## src/rtl/iddmm_q_sched.sv

```systemverilog
// iddmm_q_sched: cycle-level sequencer for one IDDMM Montgomery multiplication.
//
// For each outer word i it issues the two q-update products on the shared
// pipelined multiplier (x*y_adv, then s*p1), waits out the multiplier latency,
// flags q_valid, then sweeps the inner word index j over 1..N.
//
// Ports:
//   clk, rst_n  clock and asynchronous active-low reset
//   start       one-cycle request; accepted only in IDLE
//   stall       freezes the sweep phase (ignored during the q phases)
//   busy        high from the cycle after start is accepted until done
//   done        one-cycle completion pulse
//   i_cnt       outer word index, 0..N-1
//   j_cnt       inner word index, 0 in q phases, 1..N in the sweep
//   mul_sel     multiplier operand select: 00 hold, 01 x*y_adv, 10 s*p1
//   q_valid     one-cycle pulse when q for the current i is available
//   last_iter   high while i_cnt == N-1 and busy
// All outputs are registered.
module iddmm_q_sched #(
  parameter int unsigned K       = 128,
  parameter int unsigned N       = 32,
  parameter int unsigned ADDR_W  = $clog2(N),
  parameter int unsigned MUL_LAT = 4
) (
  input  logic              clk,
  input  logic              rst_n,
  input  logic              start,
  input  logic              stall,
  output logic              busy,
  output logic              done,
  output logic [ADDR_W-1:0] i_cnt,
  output logic [ADDR_W:0]   j_cnt,
  output logic [1:0]        mul_sel,
  output logic              q_valid,
  output logic              last_iter
);

  if (K < 1 || MUL_LAT < 1 || MUL_LAT > 15) begin : g_param_check
    $error("iddmm_q_sched: K must be >= 1 and MUL_LAT must be in 1..15");
  end

  localparam logic [2:0] StIdle    = 3'd0;
  localparam logic [2:0] StQ0Issue = 3'd1;
  localparam logic [2:0] StQ0Wait  = 3'd2;
  localparam logic [2:0] StQ1Issue = 3'd3;
  localparam logic [2:0] StQ1Wait  = 3'd4;
  localparam logic [2:0] StSweep   = 3'd5;
  localparam logic [2:0] StDone    = 3'd6;

  localparam logic [1:0] SelHold = 2'b00;
  localparam logic [1:0] SelXY   = 2'b01;
  localparam logic [1:0] SelSP   = 2'b10;

  localparam logic [ADDR_W-1:0] ILast   = ADDR_W'(N - 1);
  localparam logic [ADDR_W-1:0] IOne    = ADDR_W'(1);
  localparam logic [ADDR_W:0]   JLast   = (ADDR_W + 1)'(N);
  localparam logic [ADDR_W:0]   JOne    = (ADDR_W + 1)'(1);
  localparam logic [3:0]        LatLoad = 4'(MUL_LAT - 1);

  logic [2:0]        state_q, state_d;
  logic [3:0]        lat_q, lat_d;
  logic              busy_q, busy_d;
  logic              done_q, done_d;
  logic [ADDR_W-1:0] i_q, i_d;
  logic [ADDR_W:0]   j_q, j_d;
  logic [1:0]        sel_q, sel_d;
  logic              qv_q, qv_d;
  logic              last_q, last_d;

  always_comb begin
    state_d = state_q;
    lat_d   = lat_q;
    busy_d  = busy_q;
    done_d  = 1'b0;
    i_d     = i_q;
    j_d     = j_q;
    // Select is registered, so it is set on the transition into an issue state.
    sel_d   = SelHold;

    case (state_q)
      StIdle: begin
        if (start) begin
          state_d = StQ0Issue;
          i_d     = '0;
          j_d     = '0;
          busy_d  = 1'b1;
          sel_d   = SelXY;
        end
      end
      StQ0Issue: begin
        state_d = StQ0Wait;
        lat_d   = LatLoad;
      end
      StQ0Wait: begin
        if (lat_q == '0) begin
          state_d = StQ1Issue;
          sel_d   = SelSP;
        end else begin
          lat_d = lat_q - 4'd1;
        end
      end
      StQ1Issue: begin
        state_d = StQ1Wait;
        lat_d   = LatLoad;
      end
      StQ1Wait: begin
        if (lat_q == '0) begin
          state_d = StSweep;
          j_d     = JOne;
        end else begin
          lat_d = lat_q - 4'd1;
        end
      end
      StSweep: begin
        if (!stall) begin
          if (j_q == JLast) begin
            j_d = '0;
            if (i_q == ILast) begin
              state_d = StDone;
              done_d  = 1'b1;
              busy_d  = 1'b0;
              i_d     = '0;
            end else begin
              state_d = StQ0Issue;
              i_d     = i_q + IOne;
              sel_d   = SelXY;
            end
          end else begin
            j_d = j_q + JOne;
          end
        end
      end
      StDone: begin
        state_d = StIdle;
      end
      default: begin
        state_d = StIdle;
        busy_d  = 1'b0;
        i_d     = '0;
        j_d     = '0;
      end
    endcase
  end

  // Registered flags are derived from the next state so they line up with it.
  assign qv_d   = (state_d == StQ1Wait) && (lat_d == '0);
  assign last_d = busy_d && (i_d == ILast);

  always_ff @(posedge clk or negedge rst_n) begin
    if (!rst_n) begin
      state_q <= StIdle;
      lat_q   <= '0;
      busy_q  <= 1'b0;
      done_q  <= 1'b0;
      i_q     <= '0;
      j_q     <= '0;
      sel_q   <= SelHold;
      qv_q    <= 1'b0;
      last_q  <= 1'b0;
    end else begin
      state_q <= state_d;
      lat_q   <= lat_d;
      busy_q  <= busy_d;
      done_q  <= done_d;
      i_q     <= i_d;
      j_q     <= j_d;
      sel_q   <= sel_d;
      qv_q    <= qv_d;
      last_q  <= last_d;
    end
  end

  assign busy      = busy_q;
  assign done      = done_q;
  assign i_cnt     = i_q;
  assign j_cnt     = j_q;
  assign mul_sel   = sel_q;
  assign q_valid   = qv_q;
  assign last_iter = last_q;

endmodule
```

## config.mk

```make
export PLATFORM = sky130hd
export DESIGN_NAME = iddmm_q_sched
export DESIGN_NICKNAME = d
export VERILOG_FILES = /design/src/rtl/iddmm_q_sched.sv
export SDC_FILE = /design/constraint.sdc
export NUM_CORES = 1
export LEC_CHECK = 0
export BUFFER_PORTS_ARGS = -buffer_cell sky130_fd_sc_hd__buf_2
export CAP_MARGIN = 15
export CELL_PAD_IN_SITES_DETAIL_PLACEMENT = 0
export CELL_PAD_IN_SITES_GLOBAL_PLACEMENT = 2
export CORE_MARGIN = 5
export CORE_UTILIZATION = 37
export CTS_BUF_LIST = sky130_fd_sc_hd__clkbuf_16
export DETAILED_ROUTE_END_ITERATION = 7
export PLACE_DENSITY_LB_ADDON = 0.1
export SLEW_MARGIN = 20
export SYNTH_ARGS = -nofsm -noshare
export SYNTH_HDL_FRONTEND = slang
export SYNTH_SLANG_ARGS = --single-unit
```

## constraint.sdc

```tcl
create_clock -name clk -period 3.85 [get_ports clk]
set_input_delay 0.1925 -clock clk [delete_from_list [all_inputs] [get_ports clk]]
set_output_delay 0.1925 -clock clk [all_outputs]
set_load 0.01 [all_outputs]
```

==> flow_summary_export.csv, run 1 <==
group,metric,value,unit
clock_network,tritoncts,"done",
die,rows,22,
die,core_area,0.003716,mm^2
job,maxCapViolCount,0,
synth,yosysWarnings,0,
critical_path,r2r_slack,1.53,ns
drt,vias,1282,
drt,drtIter0Drc,166,
die,start_util,38.69,%
drt,vias_per_cell,5.801,
timing,hold_viol,0,
clock_network,cts.clk_slew.worst_paths,0.06,ns
placement,portBuffers,20,
finish,layout.cells.non_filler,221,
critical_path,reg2reg_depth,7,
status,status,"complete, no violations",
clock_network,postCtsSetupBuffers,0,
synth,synth-edff-count,0,
worst_hold_path,whs_path_depth,3,
global_route,grt-ovfl-total,0,
placement,placedCellCount,217,
drt,post-route-drc-count,0,
clock_network,htreeDepth,1,
finish,utilization,44.51,%
timing,fin_crit_sh,60.22,%
global_route,grt_util_all_layers,14.46,%
worst_hold_path,hold_path_startpoint,"start",
global_route,grt_max_degree,25,
finish,finalInstanceArea,0.001654,mm^2
synth,async_reset_ff_share,100.0,%
synth,yosysUniqueCellTypes,52,
clock_network,cts_resized,0,
finish,syn2layout_area_growth,15.06,%
critical_path,cp_data_arrival_time,2.51,ns
power_and_ir_drop,powerDensity,554.9,mW/mm^2
timing,setup_viol,0,
finish,fin_nets,185,
drt,wire_per_inst,15.62,um
power_and_ir_drop,leakage,0.7454,nW
critical_path,crit_required,4.04,ns
clock_network,clk_path_buf_depth,2,
critical_path,path_max_fanout,7,
finish,diodes,0,
clock_network,clkLatencyLatePin,0.25,ns
finish,drive_above_1_share,17.92,%
synth,synth_fp_nets,166,
worst_hold_path,hold_path.class,"primary input to flop",
clock_network,ctsHoldBuffers,1,
critical_path,regToRegStartpoint,"i_cnt[0]",
global_route,first_global_vias,1215,
synth,avgSynthCellArea,9.216,um^2
timing,drv_slew,0,
drt,totalWireLength,3.452,mm
die,dieHeight,72.34,um
clock_network,numCtsBuffers,3,
power_and_ir_drop,power,917.9,uW
global_route,grt_pass1_wl,6.058,mm
clock_network,ctsRootBufferMaster,"clkbuf_16",
critical_path,r2r-end,"last_iter",
synth,dominantRegCellSynth,"dfrtp_1",
placement,gp_congestion,0.8779,
timing,fmax,0.4313,GHz
synth,synthCells,156,
global_route,grt_antenna_before_repair,0,
die,die_area,0.005232,mm^2
critical_path,start_kind,"flop",
synth,synth_area,0.001438,mm^2
die,die_w,72.34,um
critical_path,end_kind,"flop",
timing,grt_setup_unrepaired,"false",
worst_hold_path,min_to,"mul_sel[0]",
placement,dpl.hpwl,2.532,mm
synth,ys_seq_area_share,41.78,%
critical_path,path_class,"flop to flop",
drt,drtAntennaViolNets,0,
critical_path,crit_path_start,"i_cnt[0]",
power_and_ir_drop,ir_drop,0.2297,mV
timing,tightest_slew,0.5707,ns
drt,dr.pass1.iters,4,
synth,ys_seq_elements,24,
timing,slew_headroom,61.95,%
timing,fin_tns_setup,0,ns
timing,period_minus_slack,2.318,ns
placement,place_area,0.001569,mm^2
die,ios,21,
clock_network,clkSinkCount,24,
timing,clock_skew,0.003728,ns
## cells in the final DEF, fill, tap and decap left out, types with 3 or more instances in the layout
cell and count:
o211ai_1 4, ha_1 6, o21ai_0 11, and3_1 3
nand2_1 16, clkbuf_16 3, a31oi_1 3, dfrtp_1 24
inv_1 7, nand3_1 12, nor2_1 5, buf_2 20
nor2b_1 4, nor3_1 4
## layer usage
layer,wire (um),track usage [%],vias to the layer above
met3,201,2.632,2
met1,1728,21.51,614
met2,1500,20.93,44
met4,23,4.802,0
met5,0,0,-
li1,-,-,622
## through the flow
stage	hold slack [ns]	setup WS [ns]
after global routing	0.2393	1.353
final	0.2011	1.532
after floorplan	-0.1031	1.657
after detailed placement	0.2175	1.539
after CTS	0.1973	1.528
after global placement	0.2163	1.633
## critical path, cell delays in order (launching register included)
cell,delay (ns)
dfrtp_1,0.44
ha_1,0.25
and3_1,0.20
ha_1,0.25
or3_1,0.43
o311ai_2,0.30
o211ai_1,0.12
and4b_1,0.26
## flip-flops by register name, indices dropped and copies added (netlist names)
signal / cells
j_cnt: 6
i_cnt: 5
lat_q: 4
state_q: 3
mul_sel: 2
busy: 1
done: 1
last_iter: 1
q_valid: 1
## Yosys cell counts, drive strengths merged, types with 2 or more instances
master | number | area (um^2)
a32oi | 2 | 17.52
nor3 | 4 | 20.02
and2 | 2 | 12.52
a31oi | 3 | 18.77
nor2b | 4 | 25.02
o21ai | 11 | 55.05
ha | 6 | 75.07
or2 | 2 | 12.51
and3 | 3 | 18.77
nand2b | 2 | 12.51
xnor2 | 2 | 17.52
buf | 3 | 13.76
a21oi | 2 | 10.01
nor4 | 2 | 12.51
nand2 | 16 | 60.06
and3b | 2 | 17.52
nand3b | 2 | 15.01
o2111ai | 2 | 17.52
inv | 7 | 26.28
or3b | 2 | 17.52
or3 | 3 | 23.77
nand4 | 2 | 12.51
o211ai | 4 | 30.03
nand3 | 12 | 60.06
o31ai | 2 | 15.01
nor2 | 6 | 25.03
dfrtp | 24 | 600.6
o311ai | 3 | 33.79
clkbuf | 4 | 15.01
## logic make-up (layout without fill, tap and decap cells)
group | count (synthesis) | count (layout) | synth area share, %
AO/OA/AOI/OAI | 39 | 39 | 19.58
XOR/XNOR | 2 | 2 | 1.219
adder cells (fa/ha/maj) | 6 | 6 | 5.222
buffers and inverters | 14 | 31 | 3.829
flip-flops | 24 | 24 | 41.78
AND/OR/NAND/NOR | 71 | 71 | 28.37
## worst max-delay path by stage
stage	endpoint	cells past startpoint
after floorplan	last_iter	7
after global routing	last_iter	8
after CTS	last_iter	7
after global placement	last_iter	7
after detailed placement	last_iter	7
final	last_iter	7
## report_power, final
group | switching (mW) | total [mW] | internal, mW | leakage, nW
Combinational | 0.175 | 0.305 | 0.130 | 0.395
Sequential | 0.0989 | 0.394 | 0.295 | 0.314
Clock | 0.0816 | 0.219 | 0.137 | 0.0370
Total | 0.355 | 0.918 | 0.563 | 0.745
## final cells by class
cell class                      count  area (um^2)
Multi-Input combinational cell    118        782.0
Fill cell                         374         2062
Sequential cell                    24        600.6
Timing Repair Buffer               21        110.1
Tap cell                           48        60.06
Clock buffer                        3        75.07
Inverter                            7        26.28
Power figures use the tool's default switching activity.
==> run 2: changes to the inputs <==
- CORE_UTILIZATION: 37 -> 31
- clock period: 3.85 -> 2 ns (I/O delays scaled with it)
==> run 2 against run 1 <==
The run now ends with setup timing left. Via count grew 7.0%. Register-to-register slack got worse by 1.5 ns. Non-clock buffer count is 30 higher. Critical path depth did not move. First-iteration DRC count shrank 48%. Design area rose by 21%. Die area rose by 17%. Setup slack worse by 1.5 ns. Clock-buffer cell count stayed put.
==> flow_summary_export.csv, run 2 (same netlist as run 1, synthesis figures left out) <==
group,metric,value,unit
critical_path,crit_required,2.19,ns
timing,fin_tns_setup,-0.007559,ns
die,core_area,0.004414,mm^2
critical_path,path_max_fanout,3,
timing,tightest_slew,0.5533,ns
global_route,grt_pass1_wl,6.789,mm
placement,placedCellCount,247,
timing,period_minus_slack,2.008,ns
power_and_ir_drop,powerDensity,1084,mW/mm^2
status,status,"finished, violations left",
global_route,grt-ovfl-total,0,
clock_network,clkLatencyLatePin,0.25,ns
worst_hold_path,hold_path.class,"primary input to flop",
drt,vias_per_cell,5.359,
placement,portBuffers,20,
clock_network,cts.clk_slew.worst_paths,0.06,ns
critical_path,reg2reg_depth,7,
job,maxCapViolCount,0,
finish,seq_area,603.1,um^2
placement,gp_congestion,0.8570,
timing,worst_hold_slack,0.1061,ns
die,die_area,0.006100,mm^2
critical_path,r2r_slack,-0.008,ns
placement,pre_cts_slack,-0.05620,ns
critical_path,regToRegStartpoint,"i_cnt[1]",
timing,fmax,0.4981,GHz
clock_network,numCtsBuffers,3,
finish,multi_input_area,863.3,um^2
placement,place_area,0.001807,mm^2
clock_network,htreeDepth,1,
power_and_ir_drop,ir_drop,0.6753,mV
clock_network,clkSinkCount,24,
finish,mostFrequentLayoutCells,"buf_4 (30), dfrtp_1 (22), buf_2 (20), nand2_1 (16), nand3_1 (12)",
power_and_ir_drop,leakage,0.9515,nW
die,rows,24,
die,start_util,32.57,%
timing,drv_slew,0,
global_route,grt_antenna_before_repair,0,
drt,wire_per_inst,15.57,um
critical_path,r2r-end,"last_iter",
worst_hold_path,min_to,"mul_sel[0]",
timing,fin_crit_sh,100.4,%
drt,dr.pass1.iters,4,
timing,finalWorstSetupSlack,-0.007559,ns
finish,diodes,0,
finish,drive_above_1_share,36.27,%
die,dieHeight,78.10,um
clock_network,ctsRootBufferMaster,"clkbuf_16",
worst_hold_path,hold_path_startpoint,"start",
timing,slew_headroom,63.11,%
drt,post-route-drc-count,0,
placement,dpl.hpwl,3.015,mm
die,die_w,78.10,um
timing,setup_viol,1,
timing,clock_skew,0.002036,ns
drt,totalWireLength,3.987,mm
status,violations,"setup timing",
critical_path,end_kind,"flop",
clock_network,clk_path_buf_depth,2,
finish,syn2layout_area_growth,38.99,%
critical_path,start_kind,"flop",
finish,final_common_cell,"buf_4",
clock_network,tritoncts,"done",
global_route,grt_util_all_layers,13.42,%
global_route,first_global_vias,1369,
critical_path,cp_data_arrival_time,2.20,ns
finish,finalInstanceArea,0.001998,mm^2
die,ios,21,
finish,utilization,45.27,%
drt,drtAntennaViolNets,0,
timing,hold_viol,0,
finish,fin_nets,215,
worst_hold_path,whs_path_depth,3,
finish,layout.cells.non_filler,256,
global_route,grt_max_degree,25,
power_and_ir_drop,power,2.165,mW
drt,vias,1372,
drt,drtIter0Drc,86,
finish,largest_reg_flops,6,
critical_path,path_class,"flop to flop",
finish,fill_cells,459,
timing,grt_setup_unrepaired,"true",
## run 2: power breakdown
group | switching, mW | internal [mW] | leakage (nW)
Combinational | 0.553 | 0.430 | 0.590
Sequential | 0.0429 | 0.570 | 0.310
Clock | 0.172 | 0.398 | 0.0511
Total | 0.768 | 1.40 | 0.951
## run 2: cell type report
cell class | count | share of cell area [%]
multi-input combinational | 118 | 43.21
tap | 52 | 3.256
clock buffer | 3 | 3.757
timing repair buffer | 51 | 16.78
inverter | 7 | 1.315
sequential | 24 | 30.18
clock inverter | 1 | 1.503
## run 2: worst max path at each step
stage / cells past startpoint / startpoint / slack [ns] / end
final: 7 / i_cnt[1] / -0.008 / last_iter
after global routing: 7 / i_cnt[1] / -0.08 / last_iter
after CTS: 7 / i_cnt[0] / -0.02 / last_iter
after detailed placement: 7 / i_cnt[1] / -0.06 / last_iter
after global placement: 7 / i_cnt[1] / 0.04 / last_iter
after floorplan: 7 / i_cnt[0] / 0.009 / last_iter
## run 2: repair_timing
item	in CTS	in global routing
setup buffers	3	1
hold buffers	1	0
resized for setup	5	6
pin swaps	6	6
endpoints found under the hold margin	24	0
endpoints found under the setup margin	1	7
## run 2: per-layer routing
metal / routed length [um] / GRT usage, % / vias to the layer above
li1: - / - / 689
met1: 1975 / 20.03 / 652
met2: 1826 / 20.28 / 29
met3: 170 / 2.860 / 2
met4: 15 / 2.027 / 0
met5: 0 / 0 / -
## run 2: critical path: stages (launching register included)
cell	delay, ns
dfrtp_2	0.42
ha_4	0.16
and3_4	0.18
ha_4	0.16
or3_4	0.39
o311ai_4	0.24
o211ai_1	0.14
and4b_1	0.26
